File: src/rtl/sprite_rom_arbiter_if.sv
// Renderer/ROM bus of the sprite ROM arbiter: row requests, acks and the shared ROM port.
// master = renderers plus ROM side, slave = arbiter.
interface sprite_rom_arbiter_if #(
    parameter int NREQ = 4,
    parameter int AW   = 4,
    parameter int DW   = 8
);
    logic [NREQ-1:0]         req;
    logic [NREQ-1:0][AW-1:0] addr;
    logic [NREQ-1:0]         ack;
    logic [DW-1:0]           data;
    logic [AW-1:0]           rom_addr;
    logic [DW-1:0]           rom_bits;

    modport master (output req, addr, rom_bits, input ack, data, rom_addr);
    modport slave  (input req, addr, rom_bits, output ack, data, rom_addr);
endinterface

File: src/rtl/sprite_rom_arbiter.sv
// Round-robin arbiter sharing one combinational sprite ROM between NREQ renderers,
// two-stage fetch pipeline (address register, data register) plus sticky miss flags.

module sprite_rom_arbiter_lane (
    input  logic clk,
    input  logic reset,
    input  logic req,
    input  logic in_s1,
    input  logic acked,
    input  logic win_fall,
    input  logic frame_start,
    output logic eligible,
    output logic miss
);
    // A lane with its fetch in flight or being acked must not be granted again.
    assign eligible = req & ~in_s1 & ~acked;

    // Set beats clear when the window closes on the frame_start cycle.
    always_ff @(posedge clk or negedge reset) begin
        if (!reset)                    miss <= 1'b0;
        else if (win_fall && eligible) miss <= 1'b1;
        else if (frame_start)          miss <= 1'b0;
    end
endmodule

module sprite_rom_arbiter #(
    parameter int NREQ = 4,
    parameter int AW   = 4,
    parameter int DW   = 8
) (
    input  logic                clk,
    input  logic                reset,
    input  logic                window,
    input  logic                frame_start,
    sprite_rom_arbiter_if.slave bus,
    output logic                busy,
    output logic [NREQ-1:0]     miss
);
    localparam int IDW    = $clog2(NREQ);
    localparam int STAGES = 1;

    typedef struct packed {
        logic [IDW-1:0] id;
        logic [AW-1:0]  addr;
    } fetch_t;

    fetch_t          s1_q;
    fetch_t          grant;
    logic            grant_v;
    logic [IDW-1:0]  ptr_q;
    logic [IDW-1:0]  ptr_nxt;
    logic [STAGES:0] vld_pipe;   // [0] = S1 valid, [1] = S2 (ack) valid
    logic            win_q;
    logic            win_fall;
    logic [NREQ-1:0] in_s1;
    logic [NREQ-1:0] eligible;
    logic [NREQ-1:0] ack_q;
    logic [NREQ-1:0] s1_onehot;
    logic [DW-1:0]   data_q;

    assign win_fall  = win_q & ~window;
    assign s1_onehot = NREQ'(1) << s1_q.id;

    for (genvar i = 0; i < NREQ; i++) begin : g_s1
        assign in_s1[i] = vld_pipe[0] && (s1_q.id == IDW'(i));
    end

    sprite_rom_arbiter_lane u_lane [NREQ-1:0] (
        .clk         (clk),
        .reset       (reset),
        .req         (bus.req),
        .in_s1       (in_s1),
        .acked       (ack_q),
        .win_fall    (win_fall),
        .frame_start (frame_start),
        .eligible    (eligible),
        .miss        (miss)
    );

    // Scan from ptr upward with wrap; the extra index bit keeps the wrap exact
    // for non-power-of-two NREQ.
    always_comb begin
        logic [IDW:0]   jw;
        logic [IDW-1:0] j;
        grant_v = 1'b0;
        grant   = '0;
        jw      = '0;
        j       = '0;
        for (int k = 0; k < NREQ; k++) begin
            jw = {1'b0, ptr_q} + (IDW+1)'(k);
            if (jw >= (IDW+1)'(NREQ)) jw = jw - (IDW+1)'(NREQ);
            j = jw[IDW-1:0];
            if (!grant_v && window && eligible[j]) begin
                grant_v    = 1'b1;
                grant.id   = j;
                grant.addr = bus.addr[j];
            end
        end
    end

    assign ptr_nxt = (grant.id == IDW'(NREQ-1)) ? '0 : grant.id + 1'b1;

    always_ff @(posedge clk or negedge reset) begin
        if (!reset) begin
            s1_q     <= '0;
            ptr_q    <= '0;
            vld_pipe <= '0;
            ack_q    <= '0;
            data_q   <= '0;
            win_q    <= 1'b0;
        end else begin
            vld_pipe <= {vld_pipe[STAGES-1:0], grant_v};
            win_q    <= window;
            data_q   <= bus.rom_bits;
            ack_q    <= vld_pipe[0] ? s1_onehot : '0;
            if (grant_v) begin
                s1_q  <= grant;
                ptr_q <= ptr_nxt;
            end
        end
    end

    assign bus.rom_addr = s1_q.addr;
    assign bus.ack      = ack_q;
    assign bus.data     = data_q;
    assign busy         = vld_pipe[0] | vld_pipe[1];
endmodule

File: src/flat_wrapper.sv
// flat-port wrapper written by rule: the top's interface ports become plain ports
module sprite_rom_arbiter_flat 
#(
    parameter int NREQ = 4,
    parameter int AW   = 4,
    parameter int DW   = 8
)
  (clk, reset, window, frame_start, busy, miss, bus_req, bus_addr, bus_rom_bits, bus_ack, bus_data, bus_rom_addr);
  sprite_rom_arbiter_if #(.NREQ(NREQ), .AW(AW), .DW(DW)) bus_i ();
  input  logic clk;
  input  logic reset;
  input  logic window;
  input  logic frame_start;
  output logic busy;
  output logic [NREQ-1:0] miss;
  input wire logic [$bits(bus_i.req)-1:0] bus_req;
  input wire logic [$bits(bus_i.addr)-1:0] bus_addr;
  input wire logic [$bits(bus_i.rom_bits)-1:0] bus_rom_bits;
  output wire logic [$bits(bus_i.ack)-1:0] bus_ack;
  output wire logic [$bits(bus_i.data)-1:0] bus_data;
  output wire logic [$bits(bus_i.rom_addr)-1:0] bus_rom_addr;
  assign bus_i.req = bus_req;
  assign bus_i.addr = bus_addr;
  assign bus_i.rom_bits = bus_rom_bits;
  assign bus_ack = bus_i.ack;
  assign bus_data = bus_i.data;
  assign bus_rom_addr = bus_i.rom_addr;
  sprite_rom_arbiter #(.NREQ(NREQ), .AW(AW), .DW(DW)) u_core (.clk(clk), .reset(reset), .window(window), .frame_start(frame_start), .bus(bus_i), .busy(busy), .miss(miss));
endmodule
File: config.mk
export PLATFORM = sky130hd
export DESIGN_NAME = sprite_rom_arbiter_flat
export DESIGN_NICKNAME = d
export VERILOG_FILES = /design/src/rtl/sprite_rom_arbiter_if.sv /design/src/rtl/sprite_rom_arbiter.sv /design/src/flat_wrapper.sv
export SDC_FILE = /design/constraint.sdc
export NUM_CORES = 1
export LEC_CHECK = 0
export BUFFER_PORTS_ARGS = -buffer_cell sky130_fd_sc_hd__buf_2
export CAP_MARGIN = 20
export CORE_MARGIN = 5
export CORE_UTILIZATION = 30
export DETAILED_ROUTE_END_ITERATION = 8
export HOLD_SLACK_MARGIN = 0.03
export PLACE_DENSITY = 0.6
export SLEW_MARGIN = 25
export SYNTH_ARGS = -nofsm -noshare
export SYNTH_HDL_FRONTEND = slang
export SYNTH_SLANG_ARGS = --single-unit
File: constraint.sdc
create_clock -name clk -period 4.65 [get_ports clk]
set_clock_uncertainty 0.05 [all_clocks]
set_input_delay 1.395 -clock clk [delete_from_list [all_inputs] [get_ports clk]]
set_output_delay 1.395 -clock clk [all_outputs]
set_load 0.005 [all_outputs]
# Yosys cells after proc, flatten, opt, wreduce, memory -nomap -nowiden
# Cells that the tools add are included.
# word_totals
register_bits	27
in_bits	32
out_inout_bits	21
word_cells	109
# op_classes
n_addsub	8
order_cmp	8
eq_ne	4
n_shift	1
n_mux	35
n_bitwise	19
reduce_logical	23
# ops
op	n
$bmux W4 S2	4
$mux W6	4
$mux W4	5
$logic_and A1 B1 Y1	15
$mux W1	13
$lt A2 B3 Y1 const B	4
$mux W2	5
$and A1 B1 Y1	9
$ge A3 B3 Y1 const B	3
$not A1 Y1	9
$bmux W1 S2	4
$reduce_bool A2 Y1	4
$sub A2 B1 Y2 const B	4
$add A2 B2 Y3 const B	2
$eq A2 B2 Y1 const B	3
$shl A1 B2 Y4 const A	1
$add A2 B1 Y3 const B	1
$ge A2 B3 Y1 const B	1
$logic_not A1 Y1	3
$add A2 B1 Y2 const B	1
$eq A2 B1 Y1 const B	1
$logic_not A2 Y1	1
$or A1 B1 Y1	1

# Longest topological paths before layout
# logic_depth
word_depth	23
depth_mapped	9

# Hierarchy
# A second synthesis with hierarchy kept.
# unflattened
cells_unflattened	189
area_unflattened_um2	1841.8
# modules_own_cells
module	n_inst	cells_per_inst	area_per_inst_um2	seq_area_each_um2
sprite_rom_arbiter	1	173	1641.6	575.6
sprite_rom_arbiter_lane	4	4	50.0	25.0

# Worst setup path after synthesis
# No wires, ideal clock.
# synth_timing
path_kind	input to register
start	input port bus_req[2]
end	register u_core.s1_q, in the netlist u_core.bus.rom_addr[0]
setup_time_ns	0.094
arrival_ns	2.737
required_time_ns	4.506
slack_ns	1.769
stages	6
cell_sequence	or3b_4 a22oi_4 nor2_1 o32ai_1 a21oi_1 a211oi_1
# synth_between
elab_chain_cells	18
elab_cells_between_ends	28
# synth_lines
element	line	text
from (decl)	flat_wrapper.sv:16	input wire logic [$bits(bus_i.req)-1:0] bus_req;
$and A1 B1 Y1 * (2 in series)	sprite_rom_arbiter.sv:16	assign eligible = req & ~in_s1 & ~acked;
$bmux W1 S2	sprite_rom_arbiter.sv:93	if (!grant_v && window && eligible[j]) begin
$mux W1 (not written as such)	sprite_rom_arbiter.sv:93	
$logic_and A1 B1 Y1	sprite_rom_arbiter.sv:93	
$mux W1	sprite_rom_arbiter.sv:93	
$logic_not A1 Y1	sprite_rom_arbiter.sv:93	
$logic_and A1 B1 Y1 (2 in series)	sprite_rom_arbiter.sv:93	
$mux W1	sprite_rom_arbiter.sv:93	
$logic_not A1 Y1	sprite_rom_arbiter.sv:93	
$logic_and A1 B1 Y1 (2 in series)	sprite_rom_arbiter.sv:93	
$mux W1	sprite_rom_arbiter.sv:93	
$logic_not A1 Y1	sprite_rom_arbiter.sv:93	
$logic_and A1 B1 Y1 (2 in series)	sprite_rom_arbiter.sv:93	
$mux W6 or $mux W1 (tied branches)	sprite_rom_arbiter.sv:93	
to (signal assigned)	sprite_rom_arbiter.sv:117	s1_q <= grant;
to (decl)	sprite_rom_arbiter.sv:47	fetch_t s1_q;
# Every way passes the cells marked *; elsewhere a longest branch is shown, timed or not. The select of a mux whose other input is x is not followed.
# A chain may end at the register's enable or synchronous reset.

# Worst setup path in the final report
# layout_timing
start	input port bus_req[2]
end	register u_core.s1_q, in the netlist u_core.bus.rom_addr[2]
# The elaborated chain is that of the path after synthesis.

==> reports/metrics.csv <==
metric,value,unit
cts_setup_buffers,0,
timing.final.crit_share,0.637,
cp-end-kind,register,
p_leak,1.02,nW
syn_nets,239,
synth-main-ff-cell,dfrtp_1,
min_from,u_core.vld_pipe[0],
fin_ws,1.69,ns
initial_core_util,0.311,
dp_slack,1.38,ns
clockBufferDepth,2,
cts.repair.resized,0,
grt_pass1_vias,1725,
drtIter0Drc,121,
die_y,91.4,um
reg2regPathDepth,7,
route.vias.total,1743,
slew_headroom,0.577,
cts_made_buffers,3,
rsz0062_at_grt,no,
root_buffer,clkbuf_8,
syn_area,1990,um^2
rows,29,
grt_first_pass_wirelength,8.40,mm
ctsHoldBuffers,0,
grt_max_degree,34,
drive_above_1_share,0.335,
syn_inst,207,
max_cap_viol_count,0,
syn2layout_area_growth,12.9,%
async_reset_ff_frac,1.00,
path_max_fanout,8,
synth_edf_count,0,
min_to,u_core.vld_pipe[1],
cp-start-kind,input pin,
hpwl,3.84,mm
ant_nets,0,
firstDrtPassIters,4,
grt_usage,0.120,
synth.distinct_cells,60,
globalplace.congestion,0.833,
power,1.40,mW
hold_class,reg2reg,
cts.clk_slew.worst_paths,0.09,ns
pwr_density_cell,627,nW/um^2
cts.sinks,27,
ff2ff_setup_slack,2.23,ns
antenna_found_initial,0,
drv_slew,0,
clock_latency,0.27,ns
die_area,8350,um^2
avgViaCountPerCell,5.46,
io_buffers,52,
setup_viol,0,
wirelength,4.96,mm
fmax,338,MHz
core,6390,um^2
die_w,91.4,um
critPathKind,in2reg,
ir_drop,0.262,mV
pin_count,53,
min_period,2.96,ns
worst_pin_slew,0.635,ns
cp.required,4.78,ns
min_path_cells,0,
yosysSeqAreaShare,0.340,
status,"complete, no violations",
syn_area_per_cell,9.59,um^2
arrival,3.09,ns
n_antenna_cell,0,
cts_tree,built,
yosysWarnings,0,
reg2reg_to,u_core.bus.rom_addr[2],
hold_viol,0,
htreeDepth,1,
ys_seq_elements,27,
r2r_start,u_core.ptr_q[1],
drc_errors,0,
fin_setup_tns,0,ns
final_nets,275,
avgRoutedWirePerCell,15.6,um
overflow,0,
## layout make-up
class                   instances  area (um^2)
clock buffers                   3         41.3
clock inverters                 1         5.00
fillers                       653         4150
inverters                      10         37.5
multi-input cells             148         1120
flip-flops and latches         27          677
well taps                      77         96.3
repair buffers                 53          268
## cell families after synthesis
group,count (synthesis),synth area share
compound gates,67,0.277
xor+xnor,3,0.0132
buf+inv,32,0.0977
flops,27,0.340
mux,20,0.115
simple gates,58,0.157
## worst max path at each step
stage	slack (ns)	start	endpoint	depth (start not counted)
after global routing	1.52	bus_req[2]	u_core.bus.rom_addr[2]	7
after global placement	1.43	bus_req[2]	u_core.bus.rom_addr[2]	7
after CTS	1.69	bus_req[2]	u_core.bus.rom_addr[2]	7
after floorplan	1.77	bus_req[2]	u_core.bus.rom_addr[0]	6
after detailed placement	1.38	bus_req[2]	u_core.bus.rom_addr[2]	7
final	1.69	bus_req[2]	u_core.bus.rom_addr[2]	7
## routing by layer
metal,up-vias,GRT usage,share of wire
met5,-,0,0
met3,6,0.0240,0.054
li1,840,-,-
met4,0,0.0367,0.014
met2,56,0.186,0.46
met1,841,0.169,0.47
## placed cells by master (no fill, tap or decap), types with 3 or more instances in the layout
cell,n
buf_2,52
dfrtp_1,26
nor2_1,17
mux2i_1,16
nand2_1,14
inv_1,9
a21oi_1,8
o32ai_1,6
o21ai_0,6
a21o_1,5
a211oi_1,5
nand2b_1,4
o22ai_1,4
a22oi_1,4
a221oi_1,3
nor3_1,3
o31a_1,3
clkbuf_8,3
## cells in the mapped netlist (2+ instances only)
cell      count  area (um^2)
a211oi_1      5         37.5
a21o_1        5         37.5
a21oi_1       8         40.0
a21oi_2       2         17.5
a221oi_1      3         26.3
a22oi_1       4         30.0
and3_1        2         12.5
buf_2         2         10.0
buf_4        13         97.6
buf_6         3         33.8
clkbuf_1      3         11.3
dfrtp_1      27          676
inv_1         9         33.8
mux2_2        2         22.5
mux2i_1      16          160
mux4_2        2         45.0
nand2_1      14         52.6
nand2b_1      4         25.0
nand3b_1      2         15.0
nand3b_2      2         22.5
nand4_1       2         12.5
nor2_1       17         63.8
nor3_1        3         15.0
o211ai_1      2         15.0
o21ai_0       6         30.0
o21ai_2       2         17.5
o221ai_1      2         17.5
o22ai_1       4         25.0
o31a_1        3         26.3
o32ai_1       6         52.6
or2_2         2         12.5
xnor2_1       2         17.5
## sequential cells by signal, indices dropped and copies added, names as in the netlist, named ones only
register	count
u_core.bus.ack	4
u_core.ptr_q	1
u_core.u_lane.miss	4
u_core.bus.rom_addr	4
u_core.s1_q	2
u_core.bus.data	8
u_core.win_q	1
u_core.vld_pipe	2
## per-stage QoR
stage                      util  instances  hold slack (ns)  instance area (um^2)
after floorplan               -        207            0.368                  1990
after global placement    0.343        315            0.413                  2190
after detailed placement  0.343        315            0.420                  2190
after CTS                 0.351        319            0.443                  2240
after global routing      0.351        319            0.472                  2240
final                     0.351        319            0.442                  2240
## where the power goes
group / switching, mW / internal [mW] / total (mW)
logic: 0.508 / 0.385 / 0.892
clock network: 0.0754 / 0.0601 / 0.135
registers: 0.0814 / 0.296 / 0.377
total: 0.664 / 0.741 / 1.40
## worst max-delay path: stages
cell      delay (ns)
buf_2           0.10
or3b_4          0.41
a22oi_4         0.27
nor2_1          0.17
o32ai_1         0.38
a21oi_1         0.12
a211oi_1        0.25
No activity file was read; power rests on OpenSTA's default activity.
